### src/rtl/primogen_param.sv
// Ascending prime generator with go/load handshake and configurable result width.
// Primality is decided by trial division with odd divisors through a shift-subtract divider.
module primogen_param #(
  parameter int unsigned WIDTH = 16
) (
  input  logic             clk,
  input  logic             rst,
  input  logic             go,
  input  logic             load,
  input  logic [WIDTH-1:0] seed,
  output logic             ready,
  output logic             error,
  output logic [WIDTH-1:0] res
);

  localparam int unsigned CW = $clog2(WIDTH);
  localparam int unsigned SW = 2 * WIDTH + 2;

  localparam logic [WIDTH:0]   C_ONE   = (WIDTH + 1)'(1);
  localparam logic [WIDTH:0]   C_TWO   = (WIDTH + 1)'(2);
  localparam logic [WIDTH:0]   C_THREE = (WIDTH + 1)'(3);
  localparam logic [SW-1:0]    C_NINE  = SW'(9);
  localparam logic [SW-1:0]    C_FOUR  = SW'(4);
  localparam logic [CW-1:0]    C_LAST  = CW'(WIDTH - 1);

  typedef enum logic [2:0] {
    S_IDLE,
    S_CAND,
    S_DIV,
    S_TEST,
    S_DONE,
    S_ERRH
  } state_t;

  state_t           state_q, state_d;
  logic [WIDTH:0]   cand_q,  cand_d;
  logic [WIDTH:0]   div_q,   div_d;
  logic [SW-1:0]    sq_q,    sq_d;
  logic [WIDTH:0]   rem_q,   rem_d;
  logic [WIDTH-1:0] dvd_q,   dvd_d;
  logic [CW-1:0]    cnt_q,   cnt_d;
  logic [WIDTH-1:0] res_q,   res_d;
  logic             err_q,   err_d;

  logic [WIDTH:0]   rem_sh;
  logic             q_bit;
  logic [SW-1:0]    sq_step;

  always_ff @(posedge clk or negedge rst) begin
    if (!rst) begin
      state_q <= S_IDLE;
      cand_q  <= '0;
      div_q   <= '0;
      sq_q    <= '0;
      rem_q   <= '0;
      dvd_q   <= '0;
      cnt_q   <= '0;
      res_q   <= '0;
      err_q   <= 1'b0;
    end else begin
      state_q <= state_d;
      cand_q  <= cand_d;
      div_q   <= div_d;
      sq_q    <= sq_d;
      rem_q   <= rem_d;
      dvd_q   <= dvd_d;
      cnt_q   <= cnt_d;
      res_q   <= res_d;
      err_q   <= err_d;
    end
  end

  always_comb begin
    state_d = state_q;
    cand_d  = cand_q;
    div_d   = div_q;
    sq_d    = sq_q;
    rem_d   = rem_q;
    dvd_d   = dvd_q;
    cnt_d   = cnt_q;
    res_d   = res_q;
    err_d   = err_q;

    rem_sh  = {rem_q[WIDTH-1:0], dvd_q[WIDTH-1]};
    q_bit   = (rem_sh >= div_q);
    // (d+2)^2 = d^2 + 4d + 4: the next odd divisor's square, used both as the
    // stop test and as the updated square, so no multiplier is needed.
    sq_step = sq_q + (SW'(div_q) << 2) + C_FOUR;

    case (state_q)
      S_IDLE: begin
        if (load) begin
          cand_d  = (seed < WIDTH'(2)) ? C_TWO : {1'b0, seed};
          state_d = S_CAND;
        end else if (go) begin
          if (err_q) begin
            state_d = S_ERRH;
          end else begin
            cand_d  = ({1'b0, res_q} + C_ONE < C_TWO) ? C_TWO : {1'b0, res_q} + C_ONE;
            state_d = S_CAND;
          end
        end
      end

      S_CAND: begin
        // All increments land here first, so the overflow check lives in one place.
        if (cand_q[WIDTH]) begin
          err_d   = 1'b1;
          state_d = S_IDLE;
        end else if (cand_q == C_TWO || cand_q == C_THREE) begin
          state_d = S_DONE;
        end else if (!cand_q[0]) begin
          cand_d = cand_q + C_ONE;
        end else begin
          div_d   = C_THREE;
          sq_d    = C_NINE;
          rem_d   = '0;
          dvd_d   = cand_q[WIDTH-1:0];
          cnt_d   = '0;
          state_d = S_DIV;
        end
      end

      S_DIV: begin
        rem_d = q_bit ? (rem_sh - div_q) : rem_sh;
        dvd_d = {dvd_q[WIDTH-2:0], q_bit};
        cnt_d = cnt_q + CW'(1);
        if (cnt_q == C_LAST) begin
          state_d = S_TEST;
        end
      end

      S_TEST: begin
        if (rem_q == '0) begin
          cand_d  = cand_q + C_TWO;
          state_d = S_CAND;
        end else if (sq_step > SW'(cand_q)) begin
          state_d = S_DONE;
        end else begin
          div_d   = div_q + C_TWO;
          sq_d    = sq_step;
          rem_d   = '0;
          dvd_d   = cand_q[WIDTH-1:0];
          cnt_d   = '0;
          state_d = S_DIV;
        end
      end

      S_DONE: begin
        res_d   = cand_q[WIDTH-1:0];
        err_d   = 1'b0;
        state_d = S_IDLE;
      end

      S_ERRH: begin
        state_d = S_IDLE;
      end

      default: begin
        state_d = S_IDLE;
      end
    endcase
  end

  assign ready = (state_q == S_IDLE);
  assign error = err_q;
  assign res   = res_q;

endmodule

### config.mk
export PLATFORM = sky130hd
export DESIGN_NAME = primogen_param
export DESIGN_NICKNAME = d
export VERILOG_FILES = /design/src/rtl/primogen_param.sv
export SDC_FILE = /design/constraint.sdc
export NUM_CORES = 1
export LEC_CHECK = 0
export CORE_ASPECT_RATIO = 0.75
export CORE_MARGIN = 2
export CORE_UTILIZATION = 45
export CTS_CLUSTER_DIAMETER = 80
export DETAILED_ROUTE_END_ITERATION = 12
export DONT_BUFFER_PORTS = 1
export GPL_TIMING_DRIVEN = 1
export PLACE_DENSITY = 0.57
export SLEW_MARGIN = 20
export SYNTH_ARGS = -nofsm -noshare
export SYNTH_HDL_FRONTEND = slang
export SYNTH_SLANG_ARGS = --single-unit
### constraint.sdc
create_clock -name clk -period 6.3 [get_ports clk]
set_input_delay 1.26 -clock clk [delete_from_list [all_inputs] [get_ports clk]]
set_output_delay 1.26 -clock clk [all_outputs]
set_load 0.05 [all_outputs]
# Yosys cells after proc, flatten, opt, wreduce, memory -nomap -nowiden
# Cells that the tools add are included.
totals:
  latch_bits: 0
  mem_count: 0
  in_bits: 20
  mem_bits_rw: 0
  mem_bits_ro: 0
  register_bits: 125
op_classes:
  n_shift: 0
  n_bitwise: 0
  mux: 53
  n_reduce_logical: 14
  multipliers: 0
  magnitude_cmp: 4
  n_eq_ne: 19
  n_div: 0
  n_addsub: 8
ops:
  columns: ["op", "n"]
  rows:
  - ["two-way mux 17 bit", 19]
  - ["two-way mux 34 bit", 5]
  - ["one-hot mux 17 bit (3 select lines)", 2]
  - ["two-way mux 16 bit", 6]
  - ["one-hot mux 34 bit (2 select lines)", 1]
  - ["one-hot mux 16 bit (3 select lines)", 1]
  - ["adder 17 x 2 -> 17 bit, second input constant", 2]
  - ["adder 34 x 19 -> 34 bit", 1]
  - ["adder 34 x 3 -> 34 bit, second input constant", 1]
  - ["equality test 17 x 2 -> 1 bit, second input constant", 2]
  - ["greater-than comparator 34 x 17 -> 1 bit", 1]
  - ["one-hot mux 17 bit (2 select lines)", 1]
  - ["two-way mux 3 bit", 9]
  - ["two-way mux 4 bit", 5]
  - ["!= test 2 bit, second input constant", 9]
  - ["AND reduction 6 bit", 3]
  - ["adder 16 x 1 -> 17 bit, second input constant", 1]
  - ["adder 17 x 1 -> 17 bit, second input constant", 1]
  - ["greater-or-equal comparator 17 bit", 1]
  - ["zero test 17 bit", 1]
  - ["less-than comparator 17 x 2 -> 1 bit, second input constant", 1]
  - ["subtractor 17 bit", 1]
  - ["less-than comparator 16 x 2 -> 1 bit, second input constant", 1]
  - ["one-hot mux 3 bit (4 select lines)", 1]
  - ["other kinds (18)", 22]

# Depth between registers and ports, before layout
logic_depth:
  ltp_word: 7
  mapped_depth: 25

# Worst setup path after synthesis
# OpenSTA, ideal clock, no wires.
synth_path:
  kind: "reg-to-reg"
  from: "register div_q[1]"
  to: "register cnt_q[1]"
  t_required_ns: 6.179
  arrival_ns: 4.540
  setup_ns: 0.121
  n_path_buf: 3
  stages_incl_launch_ff: 24
  setup_slack_ns: 1.639
  path_cell_list: "dfrtp_1 ha_1 ha_1 inv_1 fa_1 nand2b_1 a21oi_1 o211ai_1 and2_1 xnor2_1 ha_1 nand2_1 nor2_1 a211o_1 o311ai_0 o2111ai_1 nor4_1 and4_1 buf_4 a31oi_1 or2_1 buf_2 clkbuf_1 a22o_1"
synth_between:
  elab_chain_cells: 5
synth_rtl:
  columns: ["element", "line", "rtl"]
  rows:
  - ["start: declaration", "37", "logic [WIDTH:0] div_q, div_d;"]
  - ["start signal: assignment", "63", "div_q <= div_d;"]
  - ["adder 34 x 19 -> 34 bit", "88", "sq_step = sq_q + (SW'(div_q) << 2) + C_FOUR;"]
  - ["adder 34 x 3 -> 34 bit", "88", null]
  - ["greater-than comparator 34 x 17 -> 1 bit", "137", "end else if (sq_step > SW'(cand_q)) begin"]
  - ["!= test 2 bit (no source line)", null, null]
  - ["AND reduction 6 bit (no source line)", null, null]
  - ["end signal: assignment", "67", "cnt_q <= cnt_d;"]
  - ["end: declaration", "41", "logic [CW-1:0] cnt_q, cnt_d;"]
# No other way between the ends.
# A chain may end at the register's enable or synchronous reset.

# Worst setup path in the final report
layout_path:
  from: "register div_q[1]"
  to: "register div_q[2]"
layout_between:
  elab_chain_cells: 5
layout_rtl:
  columns: ["element", "line"]
  rows:
  - ["adder 34 x 19 -> 34 bit", "88"]
  - ["adder 34 x 3 -> 34 bit", "88"]
  - ["greater-than comparator 34 x 17 -> 1 bit", "137"]
  - ["!= test 2 bit (no source line)", null]
  - ["AND reduction 6 bit (no source line)", null]
# Parallel ways exist; a longest one is shown, timed or not. The select of a mux whose other input is x is not followed.

==> results.sh <==
export IMPL_tightest_slew_ps=1100
export IMPL_num_rows=45
export IMPL_drv_slew=0
export IMPL_synth_largest_area_cell="dfrtp_1"
export IMPL_p_per_area_mw_per_mm2=475
export IMPL_hold_violations=0
export IMPL_clock_sinks=124
export IMPL_met1_usage_pct=41.5
export IMPL_critPathMaxFanout=38
export IMPL_synth_nets=1160
export IMPL_synth_area_leaders="dfrtp_1 34%, ha_1 9.7%, a21oi_1 4.7%"
export IMPL_grt_pass1_wl_um=43400
export IMPL_dr_pass1_iters=6
export IMPL_track_usage_pct=25.5
export IMPL_crit_required_ps=6650
export IMPL_synth_top_flop_cell="dfrtp_1"
export IMPL_viasPerCell=6.17
export IMPL_power_leakage_uw=0.00445
export IMPL_die_y_um=128
export IMPL_vdd_drop_max_v=0.000273
export IMPL_crit_path_start_kind="flip-flop"
export IMPL_drc_errors=0
export IMPL_grt_max_degree=125
export IMPL_dp_hpwl_um=18700
export IMPL_clk_path_buf_depth=2
export IMPL_min_period_ps=5720
export IMPL_clk_insertion_delay_late_ps=430
export IMPL_drive_gt1_share_pct=8.26
export IMPL_ys_ff_latch=124
export IMPL_fp_dieW_um=169
export IMPL_grt_overflow_total=0
export IMPL_hold_buffers=0
export IMPL_area_growth_pct=8.14
export IMPL_start_util_pct=45.6
export IMPL_synth_edf_count=0
export IMPL_outcome="complete, no violations"
export IMPL_avgSynthCellArea_um2=8.61
export IMPL_place_gp_congestion=0.864
export IMPL_antenna_found_initial=0
export IMPL_layout_nets=1133
export IMPL_ctsRootBufferMaster="clkbuf_16"
export IMPL_die_area_mm2=0.0216
export IMPL_rsz0062_at_grt="no"
export IMPL_hold_class="flip-flop to flip-flop"
export IMPL_numCtsBuffers=17
export IMPL_synth_cells=1067
export IMPL_h_tree_depth=4
export IMPL_pin_count=38
export IMPL_wirelength_um=25900
export IMPL_cts_tree="done"
export IMPL_grt_pass1_vias=7827
export IMPL_cts_resized=0
export IMPL_use_met3_pct=5.43
export IMPL_post_cts_setup_buffers=0
export IMPL_path_clk_slew_ps=60
export IMPL_vias=8095
export IMPL_clock_fmax_ghz=0.175
export IMPL_ys_seq_area_share_pct=33.8
export IMPL_hold_ws_ps=450
export IMPL_setup_viol=0
export IMPL_end_kind="flip-flop"
export IMPL_drv_cap=0
export IMPL_layout_commonest_cell="dfrtp_1"
export IMPL_synth_distinct_cells=76
export IMPL_yosysWarningCount=0
export IMPL_wl_per_cell_um=19.8
export IMPL_final_cell_mix="124 x dfrtp_1, 86 x a21oi_1, 81 x o21ai_0"
export IMPL_diodes=0
export IMPL_synthArstFlopShare_pct=100
export IMPL_ant_nets=0
export IMPL_drt_iter0_drc=784
export IMPL_post_synth_top_area_fraction_pct=33.8
export IMPL_use_met2_pct=33.8
export IMPL_finClkSkew_ps=12.0
export IMPL_maxSlewHeadroom_pct=26.6
export IMPL_fin_crit_sh_pct=90.7
export IMPL_syn_area_mm2=0.00919
export IMPL_io_buffers=0
export IMPL_worst_ep_arrival_time_ps=6070
export IMPL_criticalPathCategory="flip-flop to flip-flop"
export IMPL_coreArea_mm2=0.0202
export IMPL_fin_setup_tns_ps=0
export IMPL_grt_busiest_layer="met1"
-- cell usage after synthesis (6+ instances only) --
cell type	instances
a21oi_1	86
o21ai_0	81
o211ai_1	17
and3_1	27
xor2_1	18
nand4_1	24
inv_1	59
o22ai_1	7
o21ai_1	6
a21o_1	12
nand2_1	71
mux2i_1	20
nand2b_1	12
clkbuf_1	48
nand3_1	54
or3_1	6
or4_1	14
nor3_1	20
a31oi_1	12
o2bb2ai_1	15
dfrtp_1	124
nor4_1	18
nor2b_1	10
a211oi_1	8
ha_1	71
mux2_2	22
nor2_1	71
xnor2_1	25
o31ai_1	20
-- worst paths after layout --
kind | slack, ps | to | from | depth (start not counted)
worst max register to register | 580 | div_q[2] | div_q[1] | 20
worst min-delay path | 450 | sq_q[0] | sq_q[0] | 2
max in group asynchronous | 5560 | rem_q[13] | rst | 0
worst min register to register | 450 | sq_q[0] | sq_q[0] | 2
worst max-delay path | 580 | div_q[2] | div_q[1] | 20
min in group asynchronous | 530 | res[13] | rst | 0
-- registers in the layout (all words and copies together) (netlist names), 3 cells and up --
signal	flops
sq_q	33
cand_q	17
div_q	17
rem_q	17
dvd_q	16
res	16
cnt_q	4
state_q	3
-- area by class of cell --
| type | instances | area [µm²] |
|---|---|---|
| fill | 1926 | 10200 |
| multi-input combinational | 825 | 5640 |
| sequential | 124 | 3100 |
| clock buffer | 17 | 425 |
| tap | 258 | 323 |
| inverter | 61 | 229 |
| clock inverter | 15 | 133 |
| timing repair buffer | 11 | 82.6 |
-- through the flow --
| step | util (%) | cell area [µm²] | total power [µW] | setup slack (ps) | cells |
|---|---|---|---|---|---|
| 2_1_floorplan | - | 9190 | 3130 | 1640 | 1067 |
| 3_3_place_gp | 46.5 | 9370 | 3750 | 801 | 1279 |
| 3_5_place_dp | 46.5 | 9370 | 3740 | 662 | 1279 |
| 4_1_cts | 49.3 | 9930 | 4710 | 617 | 1311 |
| 5_1_grt | 49.3 | 9930 | 5100 | 117 | 1311 |
| 6_report | 49.3 | 9930 | 4720 | 583 | 1311 |
-- critical path: stages (launching register included) --
cell       delay, ps
dfrtp_1          460
ha_1             310
ha_1             180
inv_1             60
fa_1             390
nand2b_1         170
a21oi_1          240
o211ai_1         190
and2_1           220
xnor2_1          200
ha_1             280
nand2_1           90
nor2_1            50
a211o_1          240
o311ai_0         400
o2111ai_1        180
nor4_1           290
and4_1           390
nand4b_4         500
nand2_1          550
mux2i_1          230
-- logic make-up (layout without fill, tap and decap cells) --
| family | count (synthesis) | after routing | share of synthesized area [%] |
|---|---|---|---|
| and+or+nand+nor | 352 | 352 | 19.8 |
| AOI/OAI and AO/OA | 315 | 315 | 22.3 |
| DFF | 124 | 124 | 33.8 |
| buffers and inverters | 118 | 104 | 5.03 |
| adders and majority gates | 73 | 73 | 10.1 |
| xor gates and xnor gates | 43 | 43 | 4.10 |
| muxes | 42 | 42 | 4.88 |
-- where the power goes --
| group | leakage, µW | switching [µW] | total, µW | internal (µW) |
|---|---|---|---|---|
| registers | 0.00161 | 460 | 1480 | 1020 |
| logic | 0.00258 | 1420 | 2300 | 882 |
| clock network | 0.000262 | 427 | 943 | 516 |
| total | 0.00445 | 2310 | 4720 | 2420 |
-- routing by layer --
metal  vias up  share of wire (%)
li1       3922                  -
met1      3913                 53
met2       238                 39
met3        22                6.7
met4         0               0.99
met5         -                  0
Power figures use the tool's default switching activity.
